==> src/rtl/hazard_pkg.sv <==
// Shared types and constants for the LEGv8 pipeline hazard controller.
package hazard_pkg;

  typedef enum logic [1:0] {
    RUN      = 2'd0,
    MEM_WAIT = 2'd1,
    HALT     = 2'd2
  } state_t;

  localparam logic [4:0] XZR = 5'd31;
  localparam int DEF_MEM_TIMEOUT = 255;

endpackage

==> src/rtl/sat_counter.sv <==
// Up-counter that sticks at all-ones; load forces the value 1 and wins over inc.
module sat_counter #(
  parameter int W = 32
) (
  input  logic         clk,
  input  logic         reset,
  input  logic         load,
  input  logic         inc,
  output logic [W-1:0] count
);

  always_ff @(posedge clk or posedge reset) begin
    if (reset) begin
      count <= '0;
    end else if (load) begin
      count <= W'(1);
    end else if (inc && (count != '1)) begin
      count <= count + W'(1);
    end
  end

endmodule

==> src/rtl/pipeline_hazard_ctrl.sv <==
// Stall/flush controller for the 5-stage LEGv8 pipeline: load-use interlock,
// branch flush, variable-latency memory wait with timeout halt, perf counters.
module pipeline_hazard_ctrl
  import hazard_pkg::*;
#(
  parameter int MEM_TIMEOUT = DEF_MEM_TIMEOUT,
  parameter int CNT_W       = 32
) (
  input  logic             clk,
  input  logic             reset,
  input  logic [4:0]       ifid_rn,
  input  logic [4:0]       ifid_rm,
  input  logic             ifid_uses_rm,
  input  logic [4:0]       idex_rd,
  input  logic             idex_memtoreg,
  input  logic             exmem_memwrite,
  input  logic             exmem_memtoreg,
  input  logic             branch_taken,
  input  logic             mem_ack,
  output logic             pc_enable,
  output logic             ifid_enable,
  output logic             idex_enable,
  output logic             exmem_enable,
  output logic             memwr_enable,
  output logic             ifid_flush,
  output logic             idex_bubble,
  output logic             mem_req,
  output logic             mem_error,
  output logic [CNT_W-1:0] stall_cycles,
  output logic [CNT_W-1:0] flush_count
);

  localparam int WAIT_W = $clog2(MEM_TIMEOUT + 1);

  state_t            state;
  state_t            state_next;
  logic [WAIT_W-1:0] wait_cnt;
  logic [WAIT_W:0]   wait_plus;
  logic              mem_op;
  logic              load_use;
  logic              timeout;
  logic              wait_load;
  logic              wait_inc;
  logic              stall_inc;

  assign mem_op    = exmem_memwrite | exmem_memtoreg;
  assign load_use  = idex_memtoreg && (idex_rd != XZR) &&
                     ((idex_rd == ifid_rn) || (ifid_uses_rm && (idex_rd == ifid_rm)));
  assign wait_plus = {1'b0, wait_cnt} + {{WAIT_W{1'b0}}, 1'b1};
  assign timeout   = (wait_plus >= MEM_TIMEOUT[WAIT_W:0]);

  // HALT is only left through reset, so the sticky error is simply the state.
  assign mem_error = (state == HALT);

  always_ff @(posedge clk or posedge reset) begin
    if (reset) begin
      state <= RUN;
    end else begin
      state <= state_next;
    end
  end

  always_comb begin
    state_next   = state;
    pc_enable    = 1'b0;
    ifid_enable  = 1'b0;
    idex_enable  = 1'b0;
    exmem_enable = 1'b0;
    memwr_enable = 1'b0;
    ifid_flush   = 1'b0;
    idex_bubble  = 1'b0;
    mem_req      = 1'b0;
    wait_load    = 1'b0;
    wait_inc     = 1'b0;
    if (!reset) begin
      unique case (state)
        RUN: begin
          mem_req = mem_op;
          if (mem_op && !mem_ack) begin
            state_next = MEM_WAIT;
            wait_load  = 1'b1;
          end else if (load_use) begin
            // Hold PC and IF/ID; the bubble lets the load drain out of EX.
            idex_bubble  = 1'b1;
            idex_enable  = 1'b1;
            exmem_enable = 1'b1;
            memwr_enable = 1'b1;
          end else begin
            pc_enable    = 1'b1;
            ifid_enable  = 1'b1;
            idex_enable  = 1'b1;
            exmem_enable = 1'b1;
            memwr_enable = 1'b1;
            ifid_flush   = branch_taken;
          end
        end
        MEM_WAIT: begin
          mem_req      = 1'b1;
          pc_enable    = mem_ack;
          ifid_enable  = mem_ack;
          idex_enable  = mem_ack;
          exmem_enable = mem_ack;
          memwr_enable = mem_ack;
          if (mem_ack) begin
            state_next = RUN;
          end else begin
            wait_inc = 1'b1;
            if (timeout) begin
              state_next = HALT;
            end
          end
        end
        HALT: begin
          state_next = HALT;
        end
        default: begin
          state_next = RUN;
        end
      endcase
    end
  end

  assign stall_inc = !pc_enable && (state != HALT);

  sat_counter #(.W(WAIT_W)) u_wait_cnt (
    .clk   (clk),
    .reset (reset),
    .load  (wait_load),
    .inc   (wait_inc),
    .count (wait_cnt)
  );

  sat_counter #(.W(CNT_W)) u_stall_cnt (
    .clk   (clk),
    .reset (reset),
    .load  (1'b0),
    .inc   (stall_inc),
    .count (stall_cycles)
  );

  sat_counter #(.W(CNT_W)) u_flush_cnt (
    .clk   (clk),
    .reset (reset),
    .load  (1'b0),
    .inc   (ifid_flush),
    .count (flush_count)
  );

endmodule

==> config.mk <==
export PLATFORM = sky130hd
export DESIGN_NAME = pipeline_hazard_ctrl
export DESIGN_NICKNAME = d
export VERILOG_FILES = /design/src/rtl/hazard_pkg.sv /design/src/rtl/sat_counter.sv /design/src/rtl/pipeline_hazard_ctrl.sv
export SDC_FILE = /design/constraint.sdc
export NUM_CORES = 1
export LEC_CHECK = 0
export ABC_AREA = 0
export CAP_MARGIN = 20
export CORE_ASPECT_RATIO = 0.75
export CORE_MARGIN = 2
export CORE_UTILIZATION = 45
export CTS_CLUSTER_SIZE = 10
export DETAILED_ROUTE_END_ITERATION = 7
export PLACE_DENSITY_LB_ADDON = 0.3
export SYNTH_ARGS = -nofsm -noshare
export SYNTH_HDL_FRONTEND = slang
export SYNTH_HIERARCHICAL = 1
export SYNTH_SLANG_ARGS = --single-unit
export TNS_END_PERCENT = 5
==> constraint.sdc <==
create_clock -name clk -period 2.9 [get_ports clk]
set_clock_uncertainty 0.05 [all_clocks]
set_input_delay 0.435 -clock clk [delete_from_list [all_inputs] [get_ports clk]]
set_output_delay 0.435 -clock clk [all_outputs]
set_load 0.02 [all_outputs]
# Word level (Yosys, flattened, before mapping)
# Cells that the tools add are included.
# W data, S select, Z words.
dict set report word_totals {
  ff_bits 74
  in_bits 23
  out_inout_bits 73
  elab_cells 65
}
dict set report op_classes {
  addsub 4
  order_cmp 1
  eq_ne 11
  mux 29
  n_bitwise 2
  reduce_logical 14
}
# operator n
set op_table {}
lappend op_table {{$add A32 B1 Y32 const B} 2}
lappend op_table {{$ne A32 B32 Y1 const B} 2}
lappend op_table {{$mux W1} 20}
lappend op_table {{$mux W8} 2}
lappend op_table {{$eq A5 B5 Y1} 2}
lappend op_table {{$add A8 B1 Y9 const B} 1}
lappend op_table {{$ge A9 B8 Y1 const B} 1}
lappend op_table {{$add A8 B1 Y8 const B} 1}
lappend op_table {{$logic_and A1 B1 Y1} 8}
lappend op_table {{$ne A8 B8 Y1 const B} 1}
lappend op_table {{$mux W2} 3}
lappend op_table {{$pmux W1 S2} 3}
lappend op_table {{$pmux W2 S3} 1}
lappend op_table {{$ne A5 B5 Y1 const B} 1}
lappend op_table {{$ne A2 B2 Y1 const B} 2}
lappend op_table {{$ne A3 B3 Y1 const B} 1}
lappend op_table {{$reduce_and A3 Y1} 1}
lappend op_table {{$eq A2 B1 Y1 const B} 1}
lappend op_table {{$eq A2 B2 Y1 const B} 1}
lappend op_table {{$logic_not A1 Y1} 2}
lappend op_table {{$logic_not A2 Y1} 1}
lappend op_table {{$reduce_bool A2 Y1} 1}
lappend op_table {{$logic_or A1 B1 Y1} 1}
lappend op_table {{$not A1 Y1} 1}
lappend op_table {{$or A1 B1 Y1} 1}

# Depth between registers and ports, before layout
dict set report depth {
  depth_word 11
  mapped_depth 11
  mapped_depth_nobuf 9
}

# Cells and area by module
# The synthesis kept the hierarchy.
# module instances cells_each area_each_um2 seq_area_each_um2
set by_module_without_submodules {}
lappend by_module_without_submodules {{sat_counter at u_flush_cnt} 1 195 1829.3 800.8}
lappend by_module_without_submodules {{sat_counter at u_stall_cnt} 1 187 1741.7 800.8}
lappend by_module_without_submodules {{sat_counter at u_wait_cnt} 1 49 498.0 200.2}
lappend by_module_without_submodules {pipeline_hazard_ctrl 1 62 456.7 50.0}

# Least setup slack after synthesis
# OpenSTA, ideal clock, no wires.
dict set report synth_path {
  kind {reg-to-reg}
  startpoint {register state[0]}
  endpoint {register u_flush_cnt.count[23]}
  setup_ps 125
  t_arrival_ps 2564
  t_required_ps 2725
  slack_ps 162
  stages_incl_launch_ff 10
  n_path_buf 2
  period_less_slack_ps 2738
  cell_sequence {dfrtp_1 buf_6 nor3_1 o21ai_0 a211oi_1 inv_1 a41o_1 buf_2 nor4_1 mux2_2}
}
dict set report synth_via {
  elab_chain_len 4
}
# item line
set synth_lines {}
lappend synth_lines {{from (decl)} pipeline_hazard_ctrl.sv:35} ;# state_t state;
lappend synth_lines {{from (signal assigned)} pipeline_hazard_ctrl.sv:59} ;# state <= state_next;
lappend synth_lines {{$logic_not A2 Y1} pipeline_hazard_ctrl.sv:76} ;# unique case (state)
lappend synth_lines {{$mux W1} pipeline_hazard_ctrl.sv:76}
lappend synth_lines {{$mux W1} pipeline_hazard_ctrl.sv:75} ;# if (!reset) begin
lappend synth_lines {{net ifid_flush} pipeline_hazard_ctrl.sv:25} ;# output logic ifid_flush,
lappend synth_lines {{$logic_and A1 B1 Y1} sat_counter.sv:17} ;# end else if (inc && (count != '1)) begin
lappend synth_lines {{to (signal assigned)} sat_counter.sv:18} ;# count <= count + W'(1);
lappend synth_lines {{to (decl)} sat_counter.sv:9} ;# output logic [W-1:0] count
# The timed path passes the listed nets, and every way through them passes these cells.
# A chain may end at the register's enable or synchronous reset.

# Final worst setup path
dict set report layout_path {
  startpoint {input port ifid_rm[3]}
  endpoint {register u_stall_cnt.count[27]}
}
dict set report layout_via {
  elab_chain_len 11
}
# item line
set layout_lines {}
lappend layout_lines {{from (decl)} pipeline_hazard_ctrl.sv:12} ;# input logic [4:0] ifid_rm,
lappend layout_lines {{$eq A5 B5 Y1} pipeline_hazard_ctrl.sv:48} ;# ((idex_rd == ifid_rn) || (ifid_uses_rm && (idex_rd == ifid_rm)));
lappend layout_lines {{$logic_and A1 B1 Y1} pipeline_hazard_ctrl.sv:48}
lappend layout_lines {{$logic_or A1 B1 Y1} pipeline_hazard_ctrl.sv:48}
lappend layout_lines {{$logic_and A1 B1 Y1} pipeline_hazard_ctrl.sv:47} ;# assign load_use = idex_memtoreg && (idex_rd != XZR) &&
lappend layout_lines {{$mux W1} pipeline_hazard_ctrl.sv:82} ;# end else if (load_use) begin
lappend layout_lines {{$mux W1} pipeline_hazard_ctrl.sv:79} ;# if (mem_op && !mem_ack) begin
lappend layout_lines {{$pmux W1 S2} pipeline_hazard_ctrl.sv:76}
lappend layout_lines {{$mux W1} pipeline_hazard_ctrl.sv:75}
lappend layout_lines {{$logic_not A1 Y1} pipeline_hazard_ctrl.sv:123} ;# assign stall_inc = !pc_enable && (state != HALT);
lappend layout_lines {{$logic_and A1 B1 Y1} pipeline_hazard_ctrl.sv:123}
lappend layout_lines {{net stall_inc} pipeline_hazard_ctrl.sv:44} ;# logic stall_inc;
lappend layout_lines {{$logic_and A1 B1 Y1} sat_counter.sv:17}
lappend layout_lines {{to (signal assigned)} sat_counter.sv:18}
lappend layout_lines {{to (decl)} sat_counter.sv:9}
# The timed path passes the listed nets, and every way through them passes these cells.

==> results.yml <==
grt:
  grt_max_degree: 34
  grtUsageTotal: 0.2230
  antenna_found_initial: 0
  grt_overflow: 0
  first_global_vias: 4139
  grt_pass1_wl_um: 19910
logic_synthesis:
  synth_flop_cell: "dfrtp_1"
  yosysUniqueCellTypes: 62
  syn_avg_cell_area_um2: 9.180
  syn_inst: 493
  synth_top_area_frac: 0.4092
  synth_seq_cells: 74
  synth_edf_count: 0
  synth_top_cell_by_area: "dfrtp_1"
  async_flop_share: 1.000
  yosys-top-cells-area: "dfrtp_1, a21oi_1, o31ai_1, or4_1, or3_1"
  syn-cell-area_um2: 4526
  yosysWarningCount: 6
  synth_seq_area_share: 0.4092
worst_setup_path:
  path_max_fanout: 6
  reg2reg_from: "u_stall_cnt/count[19]$_DFFE_PP0P_"
  cp-end-kind: "flip-flop"
  startpoint: "ifid_rm[3]"
  cp.required_ps: 3110
  timing.rr.end: "u_stall_cnt/count[2]$_DFFE_PP0P_"
  startpoint_type: "input port"
  path_class: "input port to flip-flop"
  reg2regPathDepth: 5
  slowest_delay_ps: 550
  path_cells: "clkdlybuf4s50_1 > xnor2_1 > nand4_1 > o22a_2 > o22ai_4 > nand4_1 > nor3_4 > o311ai_4 > or4_1 > a21oi_1"
  cp.arrival_ps: 3050
  critical-path-slowest-cell: "or4_1"
  cp_common_cell: "nand4_1"
  rrSetupSlack_ps: 270
detailed_routing:
  drt_pass1_iterations: 4
  drt_iter0_drc: 274
  met3_length_um: 762
  top_layer: "met4"
  drt-met1-wl_um: 5491
  drc: 0
  avgViaCountPerCell: 5.825
  wl_met2_um: 5837
  detail-route-antenna-nets: 0
  wl_per_cell_um: 16.22
  drt-total-wl_um: 12230
  vias: 4392
clock_tree:
  path_clk_slew_ps: 60
  cts_buffers: 9
  cts_tree: "done"
  cts.hold.buffers_added: 0
  cts_root_buf: "clkbuf_16"
  htreeDepth: 3
  clkLatencyLatePin_ps: 330
  cts_sinks: 74
  cts_buffer_depth: 2
floorplanning:
  die_area_um2: 10880
  start_util: 0.4649
  num_io_pins: 96
  fp.dieW_um: 119.8
  core.rowCount: 31
  die_h_um: 90.85
  coreArea_um2: 9736
cells_and_area:
  drive_gt1_frac: 0.1334
  final_cells: 754
  fillers: 819
  diodes: 0
  nNetsFinal: 645
  area_growth_pct: 36.02
placed_design:
  place_ws_ps: -532.0
  post-dp-hpwl_um: 8633
  io_buffers: 95
  dpl.cell_count: 732
  globalplace.congestion: 0.8284
timing:
  fmax_mhz: 351.9
  final.min_clock_period_ps: 2842
  worst_pin_slew_ps: 798.5
  fin_crit_sh: 0.9800
  hold_violations: 0
  drv_slew: 0
  relSlewSlack: 0.4618
  worst_slack_ps: 58.11
  setup_violations: 0
power:
  ir_drop_mv: 0.3304
  p_leak_nw: 2.378
  power_density_nw_per_um2: 418.5
hold_path:
  hold_path.class: "input port to asynchronous set/reset pin"
status:
  status: "completed"
job:
  cap_violations: 0
-- layout by cell type, fill, tap and decap left out, types with 4 or more instances in the layout --
master           Yosys  final
a21oi_1             47     45
a21oi_2              2      4
and3_1               4      4
and4_1               6      6
buf_4                3     33
clkbuf_16            0      9
clkdlybuf4s50_1      0     86
conb_1               1      6
dfrtp_1             74     74
dlymetal6s2s_1       0      6
ha_1                 5      5
inv_1               21     21
mux2i_1              4      4
nand2_1             34     34
nand3_1             23     23
nand4_1             18     18
nor2_1              32     32
nor2b_1              7      7
nor3_1              11     10
nor4_1               5      4
nor4_2               4      5
o21ai_0             25     25
o31ai_1             22     21
or3_1               24     24
or4_1               22     22
xnor2_1             17     17
xor2_1               9      9
-- critical path, delay by kind of cell --
kind | cells | cell delay (ps)
AND/OR/NAND/NOR | 4 | 1230
AO/OA/AOI/OAI | 4 | 760
buffers and inverters | 1 | 480
XOR/XNOR | 1 | 130
-- timing repair --
item,4_1_cts,5_1_grt
gates cloned,0,1
resized for setup,6,14
hold endpoints to repair,0,0
setup buffers,3,1
setup endpoints to repair,12,17
pin swaps,2,7
-- synthesized netlist by cell type, types with 5 or more instances --
master / number
a21oi_1: 47
and4_1: 6
buf_2: 5
clkbuf_1: 9
dfrtp_1: 74
ha_1: 5
inv_1: 21
nand2_1: 34
nand3_1: 23
nand4_1: 18
nor2_1: 32
nor2b_1: 7
nor3_1: 11
nor4_1: 5
o21ai_0: 25
o31ai_1: 22
or3_1: 24
or4_1: 22
xnor2_1: 17
xor2_1: 9
-- cell families after synthesis --
| kind of cell | after synthesis | share of synthesized area |
|---|---|---|
| fa+ha+maj | 5 | 0.01382 |
| mux | 8 | 0.02129 |
| buf+inv | 43 | 0.04617 |
| compound gates | 124 | 0.1753 |
| flops | 74 | 0.4092 |
| other cells | 1 | 0.0008286 |
| simple gates | 212 | 0.2831 |
| xor+xnor | 26 | 0.05032 |
-- flip-flops by register name, summed over array words and instances, names as in the netlist --
name	flops
u_flush_cnt/count	32
state	2
u_stall_cnt/count	32
u_wait_cnt/count	8
-- metrics by stage --
| step | instance area (µm²) | TNS, ps | power (mW) | hold slack [ps] | util |
|---|---|---|---|---|---|
| CTS | 6073 | -59.45 | 2.595 | 432.0 | 0.6238 |
| floorplan | 4544 | 0 | 1.377 | 134.5 | - |
| global route | 6156 | -40.42 | 2.697 | 476.9 | 0.6323 |
| global placement | 5748 | -4578 | 1.500 | 505.6 | 0.5904 |
| detailed placement | 5748 | -9054 | 1.530 | 519.7 | 0.5904 |
| finish | 6156 | 0 | 2.576 | 444.9 | 0.6323 |
-- worst max-delay path by stage --
stage	end	slack [ps]	cells after the start
3_5_place_dp	u_stall_cnt/count[31]$_DFFE_PP0P_	-530	10
2_1_floorplan	u_flush_cnt/count[23]$_DFFE_PP0P_	160	9
4_1_cts	ifid_flush	-60	8
6_report	u_stall_cnt/count[27]$_DFFE_PP0P_	60	10
3_3_place_gp	u_stall_cnt/count[27]$_DFFE_PP0P_	-360	10
5_1_grt	u_stall_cnt/count[29]$_DFFE_PP0P_	-10	10
-- routing by layer --
layer	vias to the layer above	global-route usage
li1	2098	-
met1	2136	0.2975
met2	143	0.3562
met3	15	0.05745
met4	0	0.06765
met5	-	0
-- cell type report --
class,count,area (µm²),share of cell area
clock buffer,15,277.8,0.04512
clock inverter,1,7.507,0.001220
inverter,21,78.83,0.01280
multi-input combinational,382,2560,0.4159
sequential,74,1852,0.3008
tap,132,165.2,0.02683
timing repair buffer,129,1215,0.1974
-- where the power goes --
group | switching [mW] | total [mW] | internal, mW
clock | 0.406 | 1.06 | 0.651
combinational | 0.211 | 0.389 | 0.178
sequential | 0.0620 | 1.13 | 1.07
Power figures use the tool's default switching activity.
==> variant: new RTL, same flow settings <==
Re-encode `state_t` (3 states) as one-hot, 3 bits wide.
--- a/src/rtl/hazard_pkg.sv
+++ b/src/rtl/hazard_pkg.sv
@@ -2,8 +2,8 @@
 package hazard_pkg;
 
-  typedef enum logic [1:0] {
-    RUN      = 2'd0,
-    MEM_WAIT = 2'd1,
-    HALT     = 2'd2
+  typedef enum logic [2:0] {
+    RUN      = 3'b001,
+    MEM_WAIT = 3'b010,
+    HALT     = 3'b100
   } state_t;
 
Function: same outputs for any inputs over 10 cycles, from zero or initial values and one cycle with reset high; not proved beyond that.
==> variant against the unedited design <==
- area after synthesis grew 1.2%
- final area grew 0.26%
- routed wire length is essentially flat
- total power grew 8.4%
- critical path type is now reg -> reg
- setup slack lost 0.012 ns
- die area grew 1.1%
- sequential power grew 5%
- sequential cell count grew 1
- register-to-register slack lost 0.22 ns
==> variant: results (changes against the unedited design) <==
logic_synthesis:
  synth-adder-area-share: 0.0137  # -0.000159
  synthTopCellsByArea: "dfrtp_1 (40%), a21oi_1 (6.2%), o31ai_1 (4.3%), or4_1 (4.3%), or3_1 (3.6%)"
  yosysSeqAreaShare: 0.410  # +0.00104
global_route:
  grt_use_total: 0.226  # +0.00302
  use_met3: 0.0521  # -0.00531
  grt_use_met2: 0.343  # -0.0130
  gr-usage-met1: 0.321  # +0.0234
power:
  internal-power_mw: 1.95  # +3.0%
  p_leak_nw: 2.40  # +1.1%
  switching_share: 0.300  # +0.0371
  vdd_ir_drop_max_mv: 0.320  # -3.1%
  powerComb_uw: 610  # +57%
sta:
  whs_ns: 0.462  # +0.0170 ns
  slew_headroom: 0.319  # -0.142
setup_path:
  crit_type: "reg -> reg"
  slowest_delay_ns: 0.60  # +0.05 ns
  rr_startpoint: "state[0]$_DFFE_PP1P_"
  crit_path_max_fanout: 12  # +6
place:
  dp.cells: 742  # +1.4%
  place_area_um2: 5820  # +1.2%
  dp_hpwl_um: 8920  # +3.3%
  gp_congestion: 0.861  # +3.9%
drt:
  wirelength_met1_um: 5730  # +4.4%
  initialDrtViolationCount: 286  # +4.4%
cells_and_area:
  finalNetCount: 652  # +1.1%
  fill_cells: 833  # +1.7%
status:
  status: "completed"
[variant: changes by cell type after synthesis, moves of 3 or more]
| cell | before | now |
|---|---|---|
| o211ai_1 | 3 | 0 |
| a21oi_1 | 47 | 57 |
| o2111ai_1 | 3 | 0 |
| and3_1 | 4 | 7 |
| buf_2 | 5 | 2 |
| nor3_1 | 11 | 5 |
| or4_1 | 22 | 26 |
| xor2_1 | 9 | 2 |
| and4_1 | 6 | 10 |
| nor2_1 | 32 | 20 |
| nor4_2 | 4 | 0 |
| o31ai_1 | 22 | 26 |
[variant: cell type report]
| cell class | count | area share |
|---|---|---|
| clock buffer | 10 | 0.0371 |
| clock inverter | 5 | 0.00507 |
| inverter | 22 | 0.0134 |
| multi-input combinational | 392 | 0.423 |
| sequential | 75 | 0.304 |
| tap | 132 | 0.0268 |
| timing repair buffer | 124 | 0.190 |
